==> src/rtl/maze_sched.sv <==
// maze_sched -- schedules maze-solving jobs from two requesters onto one
// shared serial solver.
//
// A job is accepted in IDLE (round-robin between the two requesters), its
// 225-cell maze is shifted out to the solver one bit per cycle, and the
// solver's path coordinates are forwarded to the response port one cycle
// later. A job ends with a one-cycle rsp_done pulse carrying the status
// (ok / no path / timeout) and the number of forwarded coordinates.
//
// Ports
//   clk, rst                : clock, synchronous active-high reset
//   req[1:0]                : per-requester job request (held until granted)
//   maze0, maze1 [224:0]    : requester mazes, bit y*15+x = cell (x,y), 1 = wall
//   grant[1:0]              : one-hot, one-cycle job-accepted pulse
//   busy                    : high whenever not IDLE
//   slv_rst                 : reset request to the solver
//   slv_in_valid, slv_maze  : serial maze stream to the solver
//   slv_out_valid, slv_not_valid, slv_out_x, slv_out_y : solver results
//   rsp_valid, rsp_id, rsp_x, rsp_y : forwarded path coordinates
//   rsp_done, rsp_fail, rsp_len     : end-of-job pulse, status, path length
module maze_sched (
  input  logic         clk,
  input  logic         rst,
  input  logic [1:0]   req,
  input  logic [224:0] maze0,
  input  logic [224:0] maze1,
  output logic [1:0]   grant,
  output logic         busy,
  output logic         slv_rst,
  output logic         slv_in_valid,
  output logic         slv_maze,
  input  logic         slv_out_valid,
  input  logic         slv_not_valid,
  input  logic [3:0]   slv_out_x,
  input  logic [3:0]   slv_out_y,
  output logic         rsp_valid,
  output logic         rsp_id,
  output logic [3:0]   rsp_x,
  output logic [3:0]   rsp_y,
  output logic         rsp_done,
  output logic [1:0]   rsp_fail,
  output logic [7:0]   rsp_len
);

  localparam logic [7:0]  LOAD_CELLS   = 8'd225;
  // Last WAIT cycle index before timing out (3000 cycles: 0..2999).
  localparam logic [11:0] WAIT_LAST    = 12'd2999;
  localparam logic [1:0]  FAIL_OK      = 2'b00;
  localparam logic [1:0]  FAIL_NOPATH  = 2'b01;
  localparam logic [1:0]  FAIL_TIMEOUT = 2'b10;

  typedef enum logic [2:0] {
    S_IDLE   = 3'd0,
    S_LOAD   = 3'd1,
    S_WAIT   = 3'd2,
    S_STREAM = 3'd3,
    S_DONE   = 3'd4
  } state_t;

  state_t         state_q, state_d;
  logic           rr_q, rr_d;
  logic [224:0]   shreg_q, shreg_d;
  logic [7:0]     load_cnt_q, load_cnt_d;
  logic [11:0]    lat_cnt_q, lat_cnt_d;
  logic [1:0]     grant_q, grant_d;
  logic           busy_q, busy_d;
  logic           slv_rst_q, slv_rst_d;
  logic           slv_in_valid_q, slv_in_valid_d;
  logic           slv_maze_q, slv_maze_d;
  logic           rsp_valid_q, rsp_valid_d;
  logic           rsp_id_q, rsp_id_d;
  logic [3:0]     rsp_x_q, rsp_x_d;
  logic [3:0]     rsp_y_q, rsp_y_d;
  logic           rsp_done_q, rsp_done_d;
  logic [1:0]     rsp_fail_q, rsp_fail_d;
  logic [7:0]     rsp_len_q, rsp_len_d;
  logic           winner_s;

  // Saturating increment of the path-length counter.
  function automatic logic [7:0] sat_inc(input logic [7:0] v);
    if (v == 8'hFF) begin
      sat_inc = 8'hFF;
    end else begin
      sat_inc = v + 8'd1;
    end
  endfunction

  // Next-state and registered-output computation.
  always_comb begin
    state_d        = state_q;
    rr_d           = rr_q;
    shreg_d        = shreg_q;
    load_cnt_d     = load_cnt_q;
    lat_cnt_d      = lat_cnt_q;
    grant_d        = 2'b00;
    slv_rst_d      = 1'b0;
    slv_in_valid_d = 1'b0;
    slv_maze_d     = 1'b0;
    rsp_valid_d    = 1'b0;
    rsp_x_d        = 4'd0;
    rsp_y_d        = 4'd0;
    rsp_id_d       = rsp_id_q;
    rsp_done_d     = 1'b0;
    rsp_fail_d     = rsp_fail_q;
    rsp_len_d      = rsp_len_q;
    // Both requesting: pointer wins; otherwise the lone requester wins.
    winner_s       = (req == 2'b11) ? rr_q : req[1];

    case (state_q)
      S_IDLE: begin
        if (req != 2'b00) begin
          grant_d    = winner_s ? 2'b10 : 2'b01;
          shreg_d    = winner_s ? maze1 : maze0;
          rsp_id_d   = winner_s;
          rr_d       = ~winner_s;
          load_cnt_d = 8'd0;
          lat_cnt_d  = 12'd0;
          rsp_len_d  = 8'd0;
          rsp_fail_d = FAIL_OK;
          state_d    = S_LOAD;
        end else begin
          state_d = S_IDLE;
        end
      end

      S_LOAD: begin
        // Cell 0 first: the register shifts right, bit 0 is always next.
        if (load_cnt_q == LOAD_CELLS) begin
          lat_cnt_d = 12'd0;
          state_d   = S_WAIT;
        end else begin
          slv_in_valid_d = 1'b1;
          slv_maze_d     = shreg_q[0];
          shreg_d        = {1'b0, shreg_q[224:1]};
          load_cnt_d     = load_cnt_q + 8'd1;
        end
      end

      S_WAIT: begin
        lat_cnt_d = lat_cnt_q + 12'd1;
        // "No path" takes precedence over a coincident coordinate.
        if (slv_not_valid) begin
          rsp_done_d = 1'b1;
          rsp_fail_d = FAIL_NOPATH;
          rsp_len_d  = 8'd0;
          state_d    = S_DONE;
        end else if (slv_out_valid) begin
          rsp_valid_d = 1'b1;
          rsp_x_d     = slv_out_x;
          rsp_y_d     = slv_out_y;
          rsp_len_d   = sat_inc(rsp_len_q);
          state_d     = S_STREAM;
        end else if (lat_cnt_q == WAIT_LAST) begin
          rsp_done_d = 1'b1;
          rsp_fail_d = FAIL_TIMEOUT;
          slv_rst_d  = 1'b1;
          state_d    = S_DONE;
        end else begin
          state_d = S_WAIT;
        end
      end

      S_STREAM: begin
        if (slv_not_valid) begin
          rsp_done_d = 1'b1;
          rsp_fail_d = FAIL_NOPATH;
          state_d    = S_DONE;
        end else if (slv_out_valid) begin
          rsp_valid_d = 1'b1;
          rsp_x_d     = slv_out_x;
          rsp_y_d     = slv_out_y;
          rsp_len_d   = sat_inc(rsp_len_q);
          state_d     = S_STREAM;
        end else begin
          // First gap ends the path; the stream never resumes.
          rsp_done_d = 1'b1;
          rsp_fail_d = FAIL_OK;
          state_d    = S_DONE;
        end
      end

      S_DONE: begin
        state_d = S_IDLE;
      end

      default: begin
        state_d = S_IDLE;
      end
    endcase

    busy_d = (state_d != S_IDLE);
  end

  // State and output registers with synchronous reset.
  always_ff @(posedge clk) begin
    if (rst) begin
      state_q        <= S_IDLE;
      rr_q           <= 1'b0;
      shreg_q        <= '0;
      load_cnt_q     <= 8'd0;
      lat_cnt_q      <= 12'd0;
      grant_q        <= 2'b00;
      busy_q         <= 1'b0;
      slv_rst_q      <= 1'b1;
      slv_in_valid_q <= 1'b0;
      slv_maze_q     <= 1'b0;
      rsp_valid_q    <= 1'b0;
      rsp_id_q       <= 1'b0;
      rsp_x_q        <= 4'd0;
      rsp_y_q        <= 4'd0;
      rsp_done_q     <= 1'b0;
      rsp_fail_q     <= 2'b00;
      rsp_len_q      <= 8'd0;
    end else begin
      state_q        <= state_d;
      rr_q           <= rr_d;
      shreg_q        <= shreg_d;
      load_cnt_q     <= load_cnt_d;
      lat_cnt_q      <= lat_cnt_d;
      grant_q        <= grant_d;
      busy_q         <= busy_d;
      slv_rst_q      <= slv_rst_d;
      slv_in_valid_q <= slv_in_valid_d;
      slv_maze_q     <= slv_maze_d;
      rsp_valid_q    <= rsp_valid_d;
      rsp_id_q       <= rsp_id_d;
      rsp_x_q        <= rsp_x_d;
      rsp_y_q        <= rsp_y_d;
      rsp_done_q     <= rsp_done_d;
      rsp_fail_q     <= rsp_fail_d;
      rsp_len_q      <= rsp_len_d;
    end
  end

  assign grant        = grant_q;
  assign busy         = busy_q;
  assign slv_rst      = slv_rst_q;
  assign slv_in_valid = slv_in_valid_q;
  assign slv_maze     = slv_maze_q;
  assign rsp_valid    = rsp_valid_q;
  assign rsp_id       = rsp_id_q;
  assign rsp_x        = rsp_x_q;
  assign rsp_y        = rsp_y_q;
  assign rsp_done     = rsp_done_q;
  assign rsp_fail     = rsp_fail_q;
  assign rsp_len      = rsp_len_q;

endmodule
==> config.mk <==
export PLATFORM = sky130hd
export DESIGN_NAME = maze_sched
export DESIGN_NICKNAME = d
export VERILOG_FILES = /design/src/rtl/maze_sched.sv
export SDC_FILE = /design/constraint.sdc
export NUM_CORES = 1
export LEC_CHECK = 0
export BUFFER_PORTS_ARGS = -buffer_cell sky130_fd_sc_hd__buf_2
export CAP_MARGIN = 10
export CORE_AREA = 2 2 188 190
export DETAILED_ROUTE_END_ITERATION = 10
export DIE_AREA = 0 0 190 192
export GPL_TIMING_DRIVEN = 0
export PLACE_DENSITY = 0.74
export SLEW_MARGIN = 20
export SYNTH_ARGS = -nofsm -noshare
export SYNTH_HDL_FRONTEND = slang
export SYNTH_SLANG_ARGS = --single-unit
export TNS_END_PERCENT = 10
==> constraint.sdc <==
create_clock -name clk -period 2.25 [get_ports clk]
set_input_delay 0.1125 -clock clk [delete_from_list [all_inputs] [get_ports clk]]
set_output_delay 0.1125 -clock clk [all_outputs]
set_load 0.03 [all_outputs]
==> results of run 1 <==
[report_power, final]
| part | internal (uW) | total (uW) | switching (uW) |
|---|---|---|---|
| Sequential | 5360 | 5620 | 260 |
| Clock | 3570 | 5650 | 2080 |
| Combinational | 1300 | 3060 | 1770 |
| Total | 10200 | 14300 | 4110 |
[layout make-up]
cell class              count  share of cell area [%]
diodes                     12                   0.152
plain buffers             234                    6.15
clock buffers              55                    5.60
clock inverters             4                   0.356
inverters                   9                   0.171
multi-input cells        1323                    42.3
flip-flops and latches    276                    28.0
well taps                 455                    2.89
repair buffers            521                    14.4
[timing repair]
item                                   4_1_cts  5_1_grt
setup endpoints to repair                  236      233
endpoints found under the hold margin       13        0
hold buffers                                11        0
gates resized for setup                     37       81
setup buffers                               11        4
pin swaps                                    2       14
gates cloned                                 1        4
[per-layer routing]
metal  vias up  global-route usage (%)  wire [um]
met5         -                       0         37
met4         6                    13.7       2760
met3       191                    5.66       5530
met2      1029                    51.3      28000
met1      8242                    39.0      24100
li1       8290                       -          -
[cells by family (layout without fill, tap and decap cells)]
kind of cell,after synthesis,in the layout
AOI/OAI and AO/OA,979,979
xor gates and xnor gates,3,3
adders and majority gates,4,4
buffers and inverters,245,823
DFF,276,276
muxes,2,2
other,0,12
and+or+nand+nor,335,335
[worst max-delay path: cells and delay by family (launching register included)]
| family | cells | cell delay, ns |
|---|---|---|
| buffers and inverters | 5 | 0.77 |
| and+or+nand+nor | 2 | 0.76 |
| DFF | 1 | 0.32 |
| AOI/OAI and AO/OA | 2 | 0.32 |
[cells in the mapped netlist (3+ instances only)]
master / instances / area share (%)
o211ai_1: 225 / 11
a21oi_1: 27 / 0.91
nor2_1: 238 / 6.0
a211oi_1: 4 / 0.20
nor3_1: 8 / 0.27
or3_1: 5 / 0.21
buf_1: 7 / 0.18
xnor2_1: 3 / 0.18
nand3_1: 8 / 0.27
a31oi_1: 226 / 9.5
nand4_1: 5 / 0.21
clkbuf_1: 188 / 4.7
o31ai_1: 9 / 0.45
buf_2: 22 / 0.74
inv_1: 8 / 0.20
and3_1: 14 / 0.59
o21ai_0: 240 / 8.1
and4_1: 6 / 0.35
or4_1: 11 / 0.55
a311oi_1: 3 / 0.18
and2_1: 3 / 0.13
nor2b_1: 3 / 0.13
nand2b_1: 3 / 0.13
buf_6: 11 / 0.83
a22o_1: 224 / 13
ha_1: 4 / 0.34
dfxtp_1: 276 / 37
buf_4: 8 / 0.40
a21o_1: 3 / 0.15
nand2_1: 17 / 0.43
[sequential cells by signal, indices dropped and copies added, names as in the netlist]
register	count
busy	1
state_q	3
rr_q	1
grant	2
rsp_fail	2
lat_cnt_q	12
rsp_id	1
load_cnt_q	8
shreg_q	225
slv_in_valid	1
rsp_x	4
slv_rst	1
rsp_done	1
rsp_valid	1
slv_maze	1
rsp_len	8
rsp_y	4
[per-stage QoR]
step           setup slack (ns)  util [%]  TNS [ns]  instances
3_5_place_dp             -0.756      52.2   -117.48       2789
5_1_grt                 -0.0638      57.5     -3.79       2887
6_report                0.00383      57.5         0       2889
3_3_place_gp             -0.762      52.2   -118.57       2789
2_1_floorplan             0.200         -         0       1844
4_1_cts                -0.00798      56.6   -0.0165       2871
[how the worst max path moves through the flow]
stage                     startpoint            to  slack (ns)  depth (start not counted)
after floorplan           state_q[1]  shreg_q[100]        0.20                          8
after global placement    state_q[0]  shreg_q[187]       -0.76                          8
after detailed placement  state_q[0]  shreg_q[188]       -0.76                          8
after CTS                 state_q[1]   shreg_q[94]      -0.008                         10
after global routing      state_q[0]   shreg_q[70]       -0.06                          9
final                     state_q[0]  shreg_q[102]       0.004                          9
==> impl_metrics.json, run 1 <==
{
  "reg2regPathDepth": 9,
  "postPlaceCellArea_mm2": 0.0179,
  "clk_pin_slew_ns": 0.06,
  "synthSimpleGateAreaFrac_pct": 10.1,
  "gp_congestion": 0.990,
  "hold_start": "maze0[158]",
  "grt-ovfl-total": 0,
  "min_to": "shreg_q[158]",
  "ant_nets": 0,
  "cts_buffers": 34,
  "cp_max_fo": 8,
  "synth_edf_count": 0,
  "maxCapViolCount": 0,
  "fp.coreArea_mm2": 0.0343,
  "fp.dieW_um": 190,
  "dr.pass1.iters": 8,
  "synth_area_mm2": 0.0149,
  "hp-class": "in2reg",
  "whs_ns": 0.0599,
  "p_total_uw": 14300,
  "yosysWarnings": 0,
  "post-route-min-period_ns": 2.25,
  "max_slew.worst_pin.slew_ns": 0.929,
  "synthMuxAreaShare_pct": 0.134,
  "rows": 68,
  "most-common-layout-cells": "buf_2 (504), dfxtp_1 (274), o21ai_0 (240), nor2_1 (238), a31oi_1 (226)",
  "vdd_drop_max_mv": 0.446,
  "rr_startpoint": "state_q[0]",
  "syn_avg_cell_area_um2": 8.07,
  "status": "complete, no violations",
  "hpwl_mm": 45.0,
  "clock-root-buffer": "clkbuf_16",
  "area_growth_pct": 32.4,
  "synth-adder-area-share_pct": 0.336,
  "leakage_uw": 0.00823,
  "max_clock_freq_mhz": 445,
  "wl_mm": 60.4,
  "drive_above_1_share_pct": 26.9,
  "multiInputGateArea_mm2": 0.00833,
  "nets": 2867,
  "maxSlewHeadroom_pct": 38.1,
  "hold_depth": 4,
  "grt_usage_pct": 30.8,
  "drtIter0Drc": 1501,
  "slowest_stage": "or3b_4",
  "r2r_setup_slack_ns": 0.004,
  "crit_path_end_kind": "register",
  "clock_latency_ns": 0.51,
  "synth_cell_types": 54,
  "setup_viol": 0,
  "min_period_over_period_pct": 99.8,
  "die_h_um": 192,
  "synth-seq-cells": 276,
  "required_ns": 2.69,
  "port_buffers": 490,
  "n_fill_cell": 3179,
  "syn-instance-count": 1844,
  "cts_sinks": 276,
  "cp.arrival_ns": 2.69,
  "slowest_delay_ns": 0.46,
  "die_area_mm2": 0.0365,
  "ioPinCount": 491,
  "clock_skew_ns": 0.0164,
  "synth_nets": 2312,
  "drv_slew": 0,
  "routed_via_density": 6.15,
  "power_per_cell_area_mw_per_mm2": 727,
  "antenna_found_initial": 15,
  "ys.flop_type": "dfxtp_1",
  "start_util_pct": 43.4,
  "wl_per_cell_um": 20.9,
  "ys_seq_area_share_pct": 37.1,
  "reg2reg_to": "shreg_q[102]",
  "cts_tree": "yes",
  "cts.htree.levels": 2,
  "critPathMostFrequentCell": "buf_6",
  "grt_max_degree": 12,
  "vias": 17800,
  "design_area_mm2": 0.0197,
  "synth-xor-area-share_pct": 0.177,
  "synth_compound_area_share_pct": 45.0,
  "synth_top_family_by_area": "compound AO/OA/AOI/OAI gates",
  "grt_pass1_wl_mm": 89.1,
  "clockBufferDepth": 3,
  "rsz0062_at_grt": "yes",
  "async_reset_ff_share_pct": 0,
  "crit_type": "reg2reg",
  "grt_pass1_vias": 16500,
  "path_cells": "buf_6 > or3b_4 > nor3_4 > buf_6 > o21a_1 > buf_8 > buf_12 > clkbuf_16 > a22o_1",
  "startpoint_type": "register",
  "route.detailed.drc": 0,
  "hold_violations": 0,
  "regArea_mm2": 0.00553,
  "final_common_cell": "buf_2"
}
No activity file was read; power rests on OpenSTA's default activity.
==> inputs of run 2 (changes only) <==
BUFFER_PORTS_ARGS = -buffer_cell sky130_fd_sc_hd__buf_4   (was -buffer_cell sky130_fd_sc_hd__buf_2)
CORE_AREA = 2 2 192 194   (was 2 2 188 190)
CTS_BUF_LIST = sky130_fd_sc_hd__clkbuf_4 sky130_fd_sc_hd__clkbuf_8   (was not set)
DIE_AREA = 0 0 194 196   (was 0 0 190 192)
PLACE_DENSITY = 0.72   (was 0.74)
==> run 2 against run 1 <==
  * Core utilization is 6.4 points higher
  * First-iteration DRC count increased by 1.7%
  * Die area is 4.2% higher
  * Sequential cell count is the same
  * Routed wire length up 10%
  * Critical path type unchanged
  * Critical endpoint is now shreg_q[7]
==> impl_metrics.json, run 2 (synthesis gave the netlist of run 1 again) <==
{
  "vdd_drop_max_mv": 0.438,
  "path_depth": 8,
  "power_per_cell_area_mw_per_mm2": 613,
  "hpwl_mm": 46.8,
  "port_buffers": 490,
  "rows": 70,
  "cp.arrival_ns": 2.66,
  "drive_above_1_share_pct": 25.3,
  "cts_buffers": 48,
  "route.detailed.drc": 0,
  "grt_pass1_vias": 18600,
  "routed_via_density": 6.06,
  "largest_reg_flops": 225,
  "n_fill_cell": 2985,
  "hold_depth": 4,
  "clock_skew_ns": 0.0171,
  "cp_num_buf_inv": 4,
  "fin_cells": 3154,
  "nets": 3121,
  "post-route-min-period_ns": 2.18,
  "tns_ns": 0,
  "reg_top3": "shreg_q: 225 flops, lat_cnt_q: 12 flops",
  "final_core_util_pct": 63.9,
  "cts_sinks": 276,
  "p_total_uw": 14100,
  "clock-root-buffer": "clkbuf_8",
  "required_ns": 2.73,
  "grt_pass1_wl_mm": 100,
  "die_h_um": 196,
  "start_util_pct": 41.3,
  "startpoint_type": "register",
  "gp_congestion": 0.940,
  "r2r_setup_slack_ns": 0.07,
  "cp_max_fo": 10,
  "status": "complete, no violations",
  "fp.dieW_um": 194,
  "antenna_found_initial": 2,
  "wl_per_cell_um": 21.1,
  "hold_violations": 0,
  "maxSlewHeadroom_pct": 35.2,
  "path_cells": "buf_4 > or3b_1 > buf_6 > clkbuf_2 > clkbuf_1 > nor2_1 > a31oi_1 > a22o_1",
  "wl_mm": 66.6,
  "final_common_cell": "buf_4",
  "dp.cells": 2802,
  "ant_nets": 0,
  "grt-ovfl-total": 0,
  "clock_latency_ns": 0.59,
  "setup_viol": 0,
  "maxCapViolCount": 0,
  "cts.htree.levels": 2,
  "rsz0062_at_grt": "yes",
  "clk_pin_slew_ns": 0.06,
  "max_clock_freq_mhz": 459,
  "hp-class": "in2reg",
  "slowest_delay_ns": 0.38,
  "ioPinCount": 491,
  "most-common-layout-cells": "buf_4 (495), dfxtp_1 (276), dlygate4sd3_1 (263), o21ai_0 (240), nor2_1 (238)",
  "fp.coreArea_mm2": 0.0361,
  "die_area_mm2": 0.0380,
  "crit_type": "reg2reg",
  "cts_tree": "yes",
  "clockBufferDepth": 3,
  "cp_top_family": "buffers and inverters",
  "grt_usage_pct": 32.7,
  "reg2regPathDepth": 8,
  "min_period_over_period_pct": 96.8,
  "grt_max_degree": 13,
  "top_register": "shreg_q",
  "max_slew.worst_pin.slew_ns": 0.973,
  "drtIter0Drc": 1526,
  "drv_slew": 0,
  "area_growth_pct": 54.9,
  "dr.pass1.iters": 5,
  "vias": 19100,
  "crit_path_end_kind": "register",
  "slowest_stage": "or3b_1",
  "leakage_uw": 0.00958
}
run 2: stage by stage:
step	hold slack (ns)	cell area (um^2)	worst slack, ns
after CTS	0.0000515	22900	-0.0153
after floorplan	0.196	14900	0.200
final	0.0126	23100	0.0710
after global placement	0.347	19100	-0.776
after detailed placement	0.349	19100	-0.894
after global routing	0.0137	23100	-0.0296
run 2: what timing repair did:
action                     in CTS  in global routing
gates cloned                    0                  2
hold endpoints to repair      191                  0
buffers inserted                4                  0
setup endpoints to repair     234                233
pin swaps                       2                  3
gates resized for setup        31                 76
hold buffers                  263                  0
run 2: tightest hold or removal path, cell delays in order:
cell and delay, ns:
buf_4 0.11, o21ai_0 0.07, a31oi_1 0.09, a22o_1 0.17
run 2: power by group:
group | total (uW) | switching [uW] | internal [uW]
Combinational | 3680 | 1900 | 1780
Clock | 4820 | 2150 | 2670
Sequential | 5620 | 262 | 5360
run 2: area by class of cell:
type	count	area [um^2]	share of cell area, %
multi-input cells	1323	8340	36.2
repair buffers	759	6400	27.8
flip-flops and latches	276	5530	24.0
plain buffers	236	1160	5.05
clock buffers	75	951	4.12
well taps	468	586	2.54
clock inverters	7	43.8	0.190
inverters	9	33.8	0.147
diodes	1	2.50	0.0109
run 2: path summary, 6_finish.rpt:
check	startpoint	endpoint
setup reg to reg	state_q[0]	shreg_q[7]
setup / recovery	state_q[0]	shreg_q[7]
hold reg to reg	lat_cnt_q[9]	lat_cnt_q[9]
hold / removal	maze0[81]	shreg_q[81]
run 2: layer usage:
layer	vias to the layer above	GRT usage [%]	part of all wire (%)
li1	8795	-	-
met1	8985	40.8	40
met2	1143	54.9	47
met3	186	6.62	9.3
met4	2	13.8	3.8
met5	-	0	0.020
